--- config.mk ---
export PLATFORM = sky130hd
export DESIGN_NAME = hazard_unit_mc
export DESIGN_NICKNAME = d
export VERILOG_FILES = /design/src/rtl/hazard_unit_mc.sv
export SDC_FILE = /design/constraint.sdc
export NUM_CORES = 1
export LEC_CHECK = 0
export BUFFER_PORTS_ARGS = -buffer_cell sky130_fd_sc_hd__clkbuf_2
export CAP_MARGIN = 30
export CORE_AREA = 4 4 47 49
export CTS_CLUSTER_DIAMETER = 60
export DETAILED_ROUTE_END_ITERATION = 7
export DIE_AREA = 0 0 51 53
export GPL_ROUTABILITY_DRIVEN = 1
export PLACE_DENSITY = 0.8
export SYNTH_ARGS = -nofsm -noshare
export SYNTH_HDL_FRONTEND = slang
export SYNTH_SLANG_ARGS = --single-unit
--- constraint.sdc ---
create_clock -name clk -period 2.9 [get_ports clk]
set_input_delay 0 -clock clk [delete_from_list [all_inputs] [get_ports clk]]
set_output_delay 0 -clock clk [all_outputs]
set_load 0.02 [all_outputs]
--- src/rtl/hazard_unit_mc.sv ---
// Hazard controller for the 5-stage core: forwarding, load-use, branch flush,
// multi-cycle mul/div occupancy and data-memory wait. Define HAZARD_PERF_EN for perf counters.
module hazard_unit_mc #(
  parameter int REG_ADDR_W = 5,
  parameter int MULDIV_LAT = 4,
  parameter int CNT_W      = 3
) (
  input  logic                  clk,
  input  logic                  rst_n,
  input  logic [REG_ADDR_W-1:0] Rs1D,
  input  logic [REG_ADDR_W-1:0] Rs2D,
  input  logic [REG_ADDR_W-1:0] Rs1E,
  input  logic [REG_ADDR_W-1:0] Rs2E,
  input  logic [REG_ADDR_W-1:0] RdE,
  input  logic [REG_ADDR_W-1:0] RdM,
  input  logic [REG_ADDR_W-1:0] RdW,
  input  logic                  RegWriteM,
  input  logic                  RegWriteW,
  input  logic                  ResultSrcE0,
  input  logic                  MulDivE,
  input  logic                  PCSrcE,
  input  logic                  MemReqM,
  input  logic                  DMemReadyM,
  output logic [1:0]            ForwardAE,
  output logic [1:0]            ForwardBE,
  output logic                  StallF,
  output logic                  StallD,
  output logic                  StallE,
  output logic                  StallM,
  output logic                  FlushD,
  output logic                  FlushE,
  output logic                  FlushM,
  output logic                  FlushW,
  output logic                  MdBusy
`ifdef HAZARD_PERF_EN
  ,
  output logic [31:0]           StallCycles,
  output logic [31:0]           FlushCount
`endif
);

  typedef enum logic {IDLE = 1'b0, BUSY = 1'b1} mdState_e;

  // A latency of 1 never stalls, so the load value is only meaningful above 1.
  localparam bit               MD_STALLS = (MULDIV_LAT > 1);
  localparam logic [CNT_W-1:0] CNT_LOAD  = CNT_W'(MD_STALLS ? MULDIV_LAT - 2 : 0);

  mdState_e         state_q, state_d;
  logic [CNT_W-1:0] cnt_q, cnt_d;
  logic             memStall, mdStall, lwStall, branchTaken;

  function automatic logic [1:0] forwardSel(
    input logic [REG_ADDR_W-1:0] srcIdx,
    input logic [REG_ADDR_W-1:0] memRd,
    input logic [REG_ADDR_W-1:0] wbRd,
    input logic                  memWe,
    input logic                  wbWe
  );
    logic [1:0] sel;
    sel = 2'b00;
    if (srcIdx != '0) begin
      if (memWe && (srcIdx == memRd)) begin
        sel = 2'b10;
      end else if (wbWe && (srcIdx == wbRd)) begin
        sel = 2'b01;
      end
    end
    return sel;
  endfunction

  always_ff @(posedge clk or negedge rst_n) begin
    if (!rst_n) begin
      state_q <= IDLE;
      cnt_q   <= '0;
    end else begin
      state_q <= state_d;
      cnt_q   <= cnt_d;
    end
  end

  // Hazard detection in priority order; a memory wait freezes the occupancy FSM entirely.
  always_comb begin
    state_d     = state_q;
    cnt_d       = cnt_q;
    mdStall     = 1'b0;
    memStall    = MemReqM && !DMemReadyM;
    if (!memStall) begin
      if (state_q == IDLE) begin
        if (MulDivE && MD_STALLS) begin
          mdStall = 1'b1;
          state_d = BUSY;
          cnt_d   = CNT_LOAD;
        end
      end else begin
        if (cnt_q != '0) begin
          mdStall = 1'b1;
          cnt_d   = cnt_q - CNT_W'(1);
        end else begin
          state_d = IDLE;
        end
      end
    end
    branchTaken = !memStall && !mdStall && PCSrcE;
    lwStall     = !memStall && !mdStall && ResultSrcE0 && (RdE != '0) &&
                  ((Rs1D == RdE) || (Rs2D == RdE));
  end

  // A taken branch wins over load-use so the PC is free to load the target.
  always_comb begin
    ForwardAE = 2'b00;
    ForwardBE = 2'b00;
    StallF    = 1'b0;
    StallD    = 1'b0;
    StallE    = 1'b0;
    StallM    = 1'b0;
    FlushD    = 1'b0;
    FlushE    = 1'b0;
    FlushM    = 1'b0;
    FlushW    = 1'b0;
    if (!rst_n) begin
      FlushD = 1'b1;
      FlushE = 1'b1;
      FlushM = 1'b1;
      FlushW = 1'b1;
    end else begin
      ForwardAE = forwardSel(Rs1E, RdM, RdW, RegWriteM, RegWriteW);
      ForwardBE = forwardSel(Rs2E, RdM, RdW, RegWriteM, RegWriteW);
      if (memStall) begin
        StallF = 1'b1;
        StallD = 1'b1;
        StallE = 1'b1;
        StallM = 1'b1;
        FlushW = 1'b1;
      end else if (mdStall) begin
        StallF = 1'b1;
        StallD = 1'b1;
        StallE = 1'b1;
        FlushM = 1'b1;
      end else if (branchTaken) begin
        FlushD = 1'b1;
        FlushE = 1'b1;
      end else if (lwStall) begin
        StallF = 1'b1;
        StallD = 1'b1;
        FlushE = 1'b1;
      end
    end
  end

  assign MdBusy = (state_q == BUSY);

`ifdef HAZARD_PERF_EN
  logic [31:0] stallCycles_q, flushCount_q;

  // Both counters stick at all-ones rather than wrapping.
  always_ff @(posedge clk or negedge rst_n) begin
    if (!rst_n) begin
      stallCycles_q <= '0;
      flushCount_q  <= '0;
    end else begin
      if (StallF && (stallCycles_q != '1)) begin
        stallCycles_q <= stallCycles_q + 32'd1;
      end
      if (branchTaken && (flushCount_q != '1)) begin
        flushCount_q <= flushCount_q + 32'd1;
      end
    end
  end

  assign StallCycles = stallCycles_q;
  assign FlushCount  = flushCount_q;
`endif

endmodule

Word level (Yosys, flattened, before mapping):

Index checks and enable logic that the tools add are counted.

* output and inout bits: 13
* logic and storage cells: 67
* input port bits: 44
* bits in registers: 4

* bitwise operators: 1
* muxes and demuxes: 36
* reductions and logical operators: 20
* equality and inequality tests: 7
* add/subtract/negate cells: 1

Operator list (number)
* $eq A5 B5 Y1: 6
* $mux W1: 27
* $reduce_bool A5 Y1: 3
* $mux W2: 6
* $logic_and A1 B1 Y1: 10
* $mux W3: 3
* $logic_not A1 Y1: 3
* $reduce_and A3 Y1: 1
* $reduce_bool A3 Y1: 1
* $sub A3 B1 Y3 const B: 1
* $ne A2 B1 Y1 const B: 1
* $reduce_bool A2 Y1: 1
* $logic_or A1 B1 Y1: 1
* $not A1 Y1: 1

Logic depth before layout (Yosys ltp):

Gate-level depths: netlist (run 1).

* depth in word-level cells: 14
* gate-level depth with buffers: 8
* depth with buffers taken out: 7

Worst setup path after synthesis (run 1):

No wires, ideal clock.

* path kind: register to output
* start point: register cnt_q[0]
* end point: output FlushE
* required time: 2.900 ns
* path buffers: 0
* stages on the path, launching flop included: 8
* setup slack: 1.174 ns
* arrival: 1.726 ns
* path through: dfrtp_1 -> inv_1 -> ha_1 -> ha_1 -> and2_2 -> o21ai_2 -> o21ai_0 -> o21bai_1

* cells in the longest elaborated chain, start to end: 14
* elaborated cells on any way between the ends: 15
* classes of those cells: 8 x mux; 7 x reduce/logical

RTL lines
* start: declaration: RTL line 49 `logic [CNT_W-1:0] cnt_q, cnt_d;`
* start signal: assignment: RTL line 77 `cnt_q <= cnt_d;`
* $reduce_bool A3 Y1 (*): RTL line 95 `if (cnt_q != '0) begin`
* $mux W1 (*): RTL line 95
* $mux W1 (*): RTL line 88 `if (state_q == IDLE) begin`
* $mux W1 (*): RTL line 87 `if (!memStall) begin`
* $logic_not A1 Y1: RTL line 103, 104
* $logic_and A1 B1 Y1: RTL line 103, 104
* $logic_and A1 B1 Y1 (3 in series): RTL line 104 `lwStall = !memStall && !mdStall && ResultSrcE0 && (RdE != '0) &&`
* $mux W1: RTL line 142 `end else if (lwStall) begin`
* $mux W1: RTL line 139 `end else if (branchTaken) begin`
* $mux W1 (*): RTL line 134 `end else if (mdStall) begin`
* $mux W1 (*): RTL line 128 `if (memStall) begin`
* $mux W1 (*): RTL line 120 `if (!rst_n) begin`
* end: declaration: RTL line 31 `output logic FlushE,`

Every way passes the cells marked *; elsewhere a longest branch is shown, timed or not.

Worst setup path in the final report (run 1):

* start point: register cnt_q[0]
* end point: output FlushM

* cells in the longest elaborated chain, start to end: 7

RTL lines
* $reduce_bool A3 Y1: RTL line 95
* $mux W1: RTL line 95
* $mux W1: RTL line 88
* $mux W1: RTL line 87
* $mux W1: RTL line 134
* $mux W1: RTL line 128
* $mux W1: RTL line 120
* end: declaration: RTL line 32 `output logic FlushM,`

No other way between the ends.

==> results.cfg, run 1 <==
[pwr]
peakVddDrop_mv = 0.203
p_per_area_mw_per_mm2 = 387
p_leak_nw = 0.534
finalPower_mw = 0.404

[yosys]
ys_types = 32
async_flop_share = 1.00
ys.flop_type = dfrtp_1
synth-seq-area-share = 0.142
synth_cells = 87
synth_edf_count = 0
synth_area_per_cell_um2 = 8.08
yosys_warnings = 0
synth_seq_cells = 4
synthesis.nets = 133
syn_area_um2 = 703

[clocking]
cts_buffers = 3
cts_sinks = 4
cts_tree = done
postCtsSetupRepairBufs = 0
clk_latency_ns = 0.23
htree_levels = 1
cts_buffer_depth = 2
cts_resized = 0
cts_root_buffer = clkbuf_4
path_clk_slew_ns = 0.04

[routing]
ant_nets = 0
routed_wl_um = 2070
drt-pass1-iter-count = 6
wl_per_cell_um = 12.0
via_count = 813
viasPerCell = 4.70
drt_iter0_markers = 17
drc = 0

[floorplanning]
die_y_um = 53
ios = 57
start_util = 0.378
die-area_mm2 = 0.00270
core_mm2 = 0.00186
fp.dieW_um = 51
fp-row-count = 16

[final_layout]
nNetsFinal = 194
final_common_cell = clkbuf_2
area_growth_pct = 48.2
final_cell_mix = clkbuf_2 (56), xor2_1 (18), xnor2_1 (12)
fin_cells = 173
drive_gt1_frac = 0.466
n_antenna_cell = 0

[global_route]
grt_first_pass_wirelength_um = 3370
track_usage = 0.165
gr-total-overflow = 0
grt_pass1_vias = 834
grt_start_max_net_pins = 12
antenna_found_initial = 0

[worst_setup_path]
start_kind = flip-flop
worstSetupEndpointType = output port
cp.required_ns = 2.90
path_max_fanout = 8
critPathKind = flip-flop to output port
worst_ep_arrival_time_ns = 1.82

[sta]
hold_viol_final = 0
max_freq_ghz = 0.548
min_period_ns = 1.82
setup_violations = 0
final_critical_path_setup_slack_ns = 1.08
min_period_over_period = 0.629
timing.hold.ws_ns = 0.121
relSlewSlack = 0.720
rsz0062_at_grt = false
fin_tns_setup_ns = 0
skew_ns = 0.00471
max_slew.worst_pin.slew_ns = 0.415
final-max-slew-violation-count = 0

[run_status]
outcome = finished clean

[placed_design]
dp_hpwl_um = 1910
io_buffers = 56
gp_congestion = 0.779
dp.cells = 169
place_ws_ns = 1.33

[min_path]
hp-class = primary input to flip-flop

[run]
cap_viol_max_count = 0
[path summary, 6_finish.rpt]
path	start	to	slack (ns)	cells after the start
max	cnt_q[0]	FlushM	1.08	7
min reg2reg	cnt_q[2]	cnt_q[2]	0.55	2
min	DMemReadyM	MdBusy	0.12	3
max in group asynchronous	rst_n	cnt_q[0]	2.55	2
min in group asynchronous	rst_n	cnt_q[2]	0.17	2
max reg2reg	cnt_q[0]	cnt_q[0]	1.31	7
[worst max-delay path, stage by stage, from the launching register on]
cell      delay (ns)
dfrtp_1         0.31
inv_1           0.06
ha_1            0.19
ha_1            0.17
and2_2          0.20
nor3_2          0.34
nand2b_1        0.16
clkbuf_2        0.16
[cells by family after synthesis]
kind of cell	after synthesis	synth area share
AND/OR/NAND/NOR	34	0.306
flip-flops	4	0.142
XOR/XNOR	30	0.374
buffers and inverters	7	0.0427
AO/OA/AOI/OAI	10	0.0997
adder cells (fa/ha/maj)	2	0.0356
[timing repair]
item / CTS / global route
hold endpoints to repair: 4 / 0
endpoints found under the setup margin: 0 / 0
hold buffers: 1 / 0
[Yosys cell counts (2+ instances only)]
cell     count  area share
nand4_1      2       0.018
nor4_1       4       0.036
dfrtp_1      4        0.14
nand3_1      3       0.021
xnor2_1     12        0.15
nand2_1      2       0.011
o21ai_0      3       0.021
nor3_2       2       0.028
and3_1       2       0.018
or4_1        2       0.021
o21ai_2      2       0.025
xor2_1      18        0.22
ha_1         2       0.036
inv_1        6       0.032
nor2_1       6       0.032
[final cells by class]
cell class / instances / area (um2)
flip-flops and latches: 4 / 100
inverters: 6 / 22.5
clock buffers: 3 / 22.5
well taps: 27 / 33.8
repair buffers: 57 / 290
fillers: 186 / 820
multi-input cells: 76 / 573
[sequential cells by signal, indices dropped and copies added, names as in the netlist]
signal / flops
MdBusy: 1
cnt_q: 3
[metrics by stage]
stage / util / instance area [um2]
finish: 0.560 / 1040
global route: 0.560 / 1040
CTS: 0.560 / 1040
detailed placement: 0.542 / 1010
global placement: 0.542 / 1010
floorplan: - / 703
[layer usage]
metal,global-route usage,vias up,routed length (um)
met5,0,-,0
met4,0.0583,0,0
met3,0.0394,0,151
met2,0.330,31,1190
met1,0.162,361,725
li1,-,421,-
[power breakdown]
part           switching, mW  internal [mW]  total, mW
Sequential            0.0153         0.0784     0.0937
Clock                 0.0221         0.0463     0.0684
Combinational          0.135          0.106      0.241
Total                  0.173          0.231      0.404
No activity file was read; power rests on OpenSTA's default activity.
==> run 2: changes to the inputs <==
Settings changed: CORE_AREA 4 4 47 49 to 4 4 50 52, DIE_AREA 0 0 51 53 to 0 0 54 56, PLACE_DENSITY 0.8 to 0.74.
Clock period 2.9 ns to 1.6 ns, I/O delays scaled along.
==> results.cfg, run 2 (same netlist as run 1, synthesis figures left out) <==
[final_layout]
largest_register_ffs = 3
n_antenna_cell = 0
final_cell_mix = clkbuf_2 (50), xor2_1 (18), xnor2_1 (12)
largest_register = cnt_q
final_common_cell = clkbuf_2
fin_cells = 177
nNetsFinal = 197
area_growth_pct = 60.3
drive_gt1_frac = 0.523

[worst_setup_path]
r2r_slack_ns = 0.08
worst_ep_arrival_time_ns = 1.66
critPathKind = flip-flop to output port
start_kind = flip-flop
slowest_delay_ns = 0.38
crit_chain = inv_2 -> ha_4 -> ha_4 -> and2_4 -> o21ai_4 -> or2_1 -> o21bai_1 -> buf_4
path_max_fanout = 3
r2r-start = cnt_q[1]
setup.worst_path.start = cnt_q[1]
worstSetupEndpointType = output port
critPathSlowestCell = dfrtp_1
r2r-end = cnt_q[1]
cp.required_ns = 1.60
cp_common_cell = ha_4
endpoint = FlushE
worst_r2r_path_depth = 9

[clocking]
path_clk_slew_ns = 0.04
cts_buffers = 3
htree_levels = 1
cts_tree = done
cts_root_buffer = clkbuf_4
cts_buffer_depth = 2
cts_sinks = 4
clk_latency_ns = 0.23

[floorplanning]
fp-row-count = 17
start_util = 0.334
die-area_mm2 = 0.00302
ios = 57
core_mm2 = 0.00211
fp.dieW_um = 54
die_y_um = 56

[pwr]
finalPower_mw = 0.889
p_leak_nw = 0.558
sequentialPowerShare = 0.199
p_per_area_mw_per_mm2 = 788
combPwrFrac = 0.661
switching_share = 0.423
peakVddDrop_mv = 0.517
p_clk_frac = 0.140
internal_power_mw = 0.513
p_switching_mw = 0.376

[run]
cap_viol_max_count = 0

[sta]
setup_violations = 3
final_critical_path_setup_slack_ns = -0.0610
max_freq_ghz = 0.602
skew_ns = 0.00313
relSlewSlack = 0.797
min_period_over_period = 1.04
max_slew.worst_pin.slew_ns = 0.302
final-max-slew-violation-count = 0
rsz0062_at_grt = true
hold_viol_final = 0
min_period_ns = 1.66

[global_route]
grt_pass1_vias = 889
track_usage = 0.144
antenna_found_initial = 0
grt_first_pass_wirelength_um = 3320
gr-total-overflow = 0
grt_start_max_net_pins = 12

[placed_design]
gp_congestion = 0.727
dp.cells = 171
dp_hpwl_um = 1850
place_ws_ns = 0.0691
io_buffers = 56

[routing]
drt_iter0_markers = 21
routed_wl_um = 2240
via_count = 853
viasPerCell = 4.82
wl_per_cell_um = 12.7
ant_nets = 0
drt-pass1-iter-count = 4
drc = 0

[run_status]
violations = negative setup slack
outcome = finished with violations

[min_path]
hp-class = primary input to flip-flop
-- run 2: cell count changes in the layout (fill, tap and decap cells not counted), moves of 2 or more --
cell / previous run / this run
buf_4: 0 / 6
clkbuf_2: 56 / 50
buf_2: 0 / 2
ha_1: 2 / 0
ha_4: 0 / 2
inv_1: 6 / 4
inv_2: 0 / 2
-- run 2: worst min path at each step --
stage	startpoint	endpoint	slack, ns	cells past startpoint
CTS	DMemReadyM	MdBusy	0.11	3
detailed placement	rst_n	MdBusy	-0.13	1
global placement	rst_n	cnt_q[2]	-0.14	1
finish	DMemReadyM	MdBusy	0.12	3
global route	DMemReadyM	MdBusy	0.13	3
floorplan	rst_n	MdBusy	-0.30	0
-- run 2: what timing repair did --
action / 4_1_cts / 5_1_grt
gates resized for setup: 11 / 11
endpoints found under the setup margin: 6 / 6
gates cloned: 0 / 0
hold endpoints to repair: 4 / 0
hold buffers: 1 / 0
setup buffers: 2 / 0
pin swaps: 3 / 5
-- run 2: metal layers --
metal / wire length, um / part of all wire / vias up / track usage
met4: 16 / 0.0071 / 0 / 0.0641
met5: 0 / 0 / - / 0
met2: 1170 / 0.52 / 47 / 0.287
met1: 820 / 0.37 / 377 / 0.142
met3: 230 / 0.10 / 2 / 0.00268
li1: - / - / 427 / -
-- run 2: stage by stage --
| step | cell area [um2] | utilization | setup TNS (ns) | hold slack [ns] |
|---|---|---|---|---|
| 6_report | 1130 | 0.535 | -0.107 | 0.123 |
| 5_1_grt | 1130 | 0.535 | -0.316 | 0.131 |
| 4_1_cts | 1110 | 0.526 | -0.243 | 0.114 |
| 3_5_place_dp | 1020 | 0.484 | 0 | -0.130 |
| 3_3_place_gp | 1020 | 0.484 | 0 | -0.139 |
| 2_1_floorplan | 703 | - | 0 | -0.296 |
-- run 2: power groups by stage --
stage / sequential, mW / combinational [mW] / clock [mW]
global route: 0.183 / 0.647 / 0.137
global placement: 0.169 / 0.433 / 0
detailed placement: 0.173 / 0.457 / 0
finish: 0.177 / 0.587 / 0.124
CTS: 0.175 / 0.557 / 0.132
floorplan: 0.176 / 0.272 / 0
-- run 2: critical path: cells and delay by family (launching register included) --
kind / cells / cell delay [ns]
DFF: 1 / 0.38
and+or+nand+nor: 2 / 0.37
adders and majority gates: 2 / 0.25
buffers and inverters: 2 / 0.24
AOI/OAI and AO/OA: 2 / 0.19
-- run 2: cell type report --
class	count	area [um2]
clock buffer	3	22.5
inverter	6	22.5
sequential	4	100
timing repair buffer	60	327
tap	28	35.0
multi-input combinational	76	621
fill	216	978
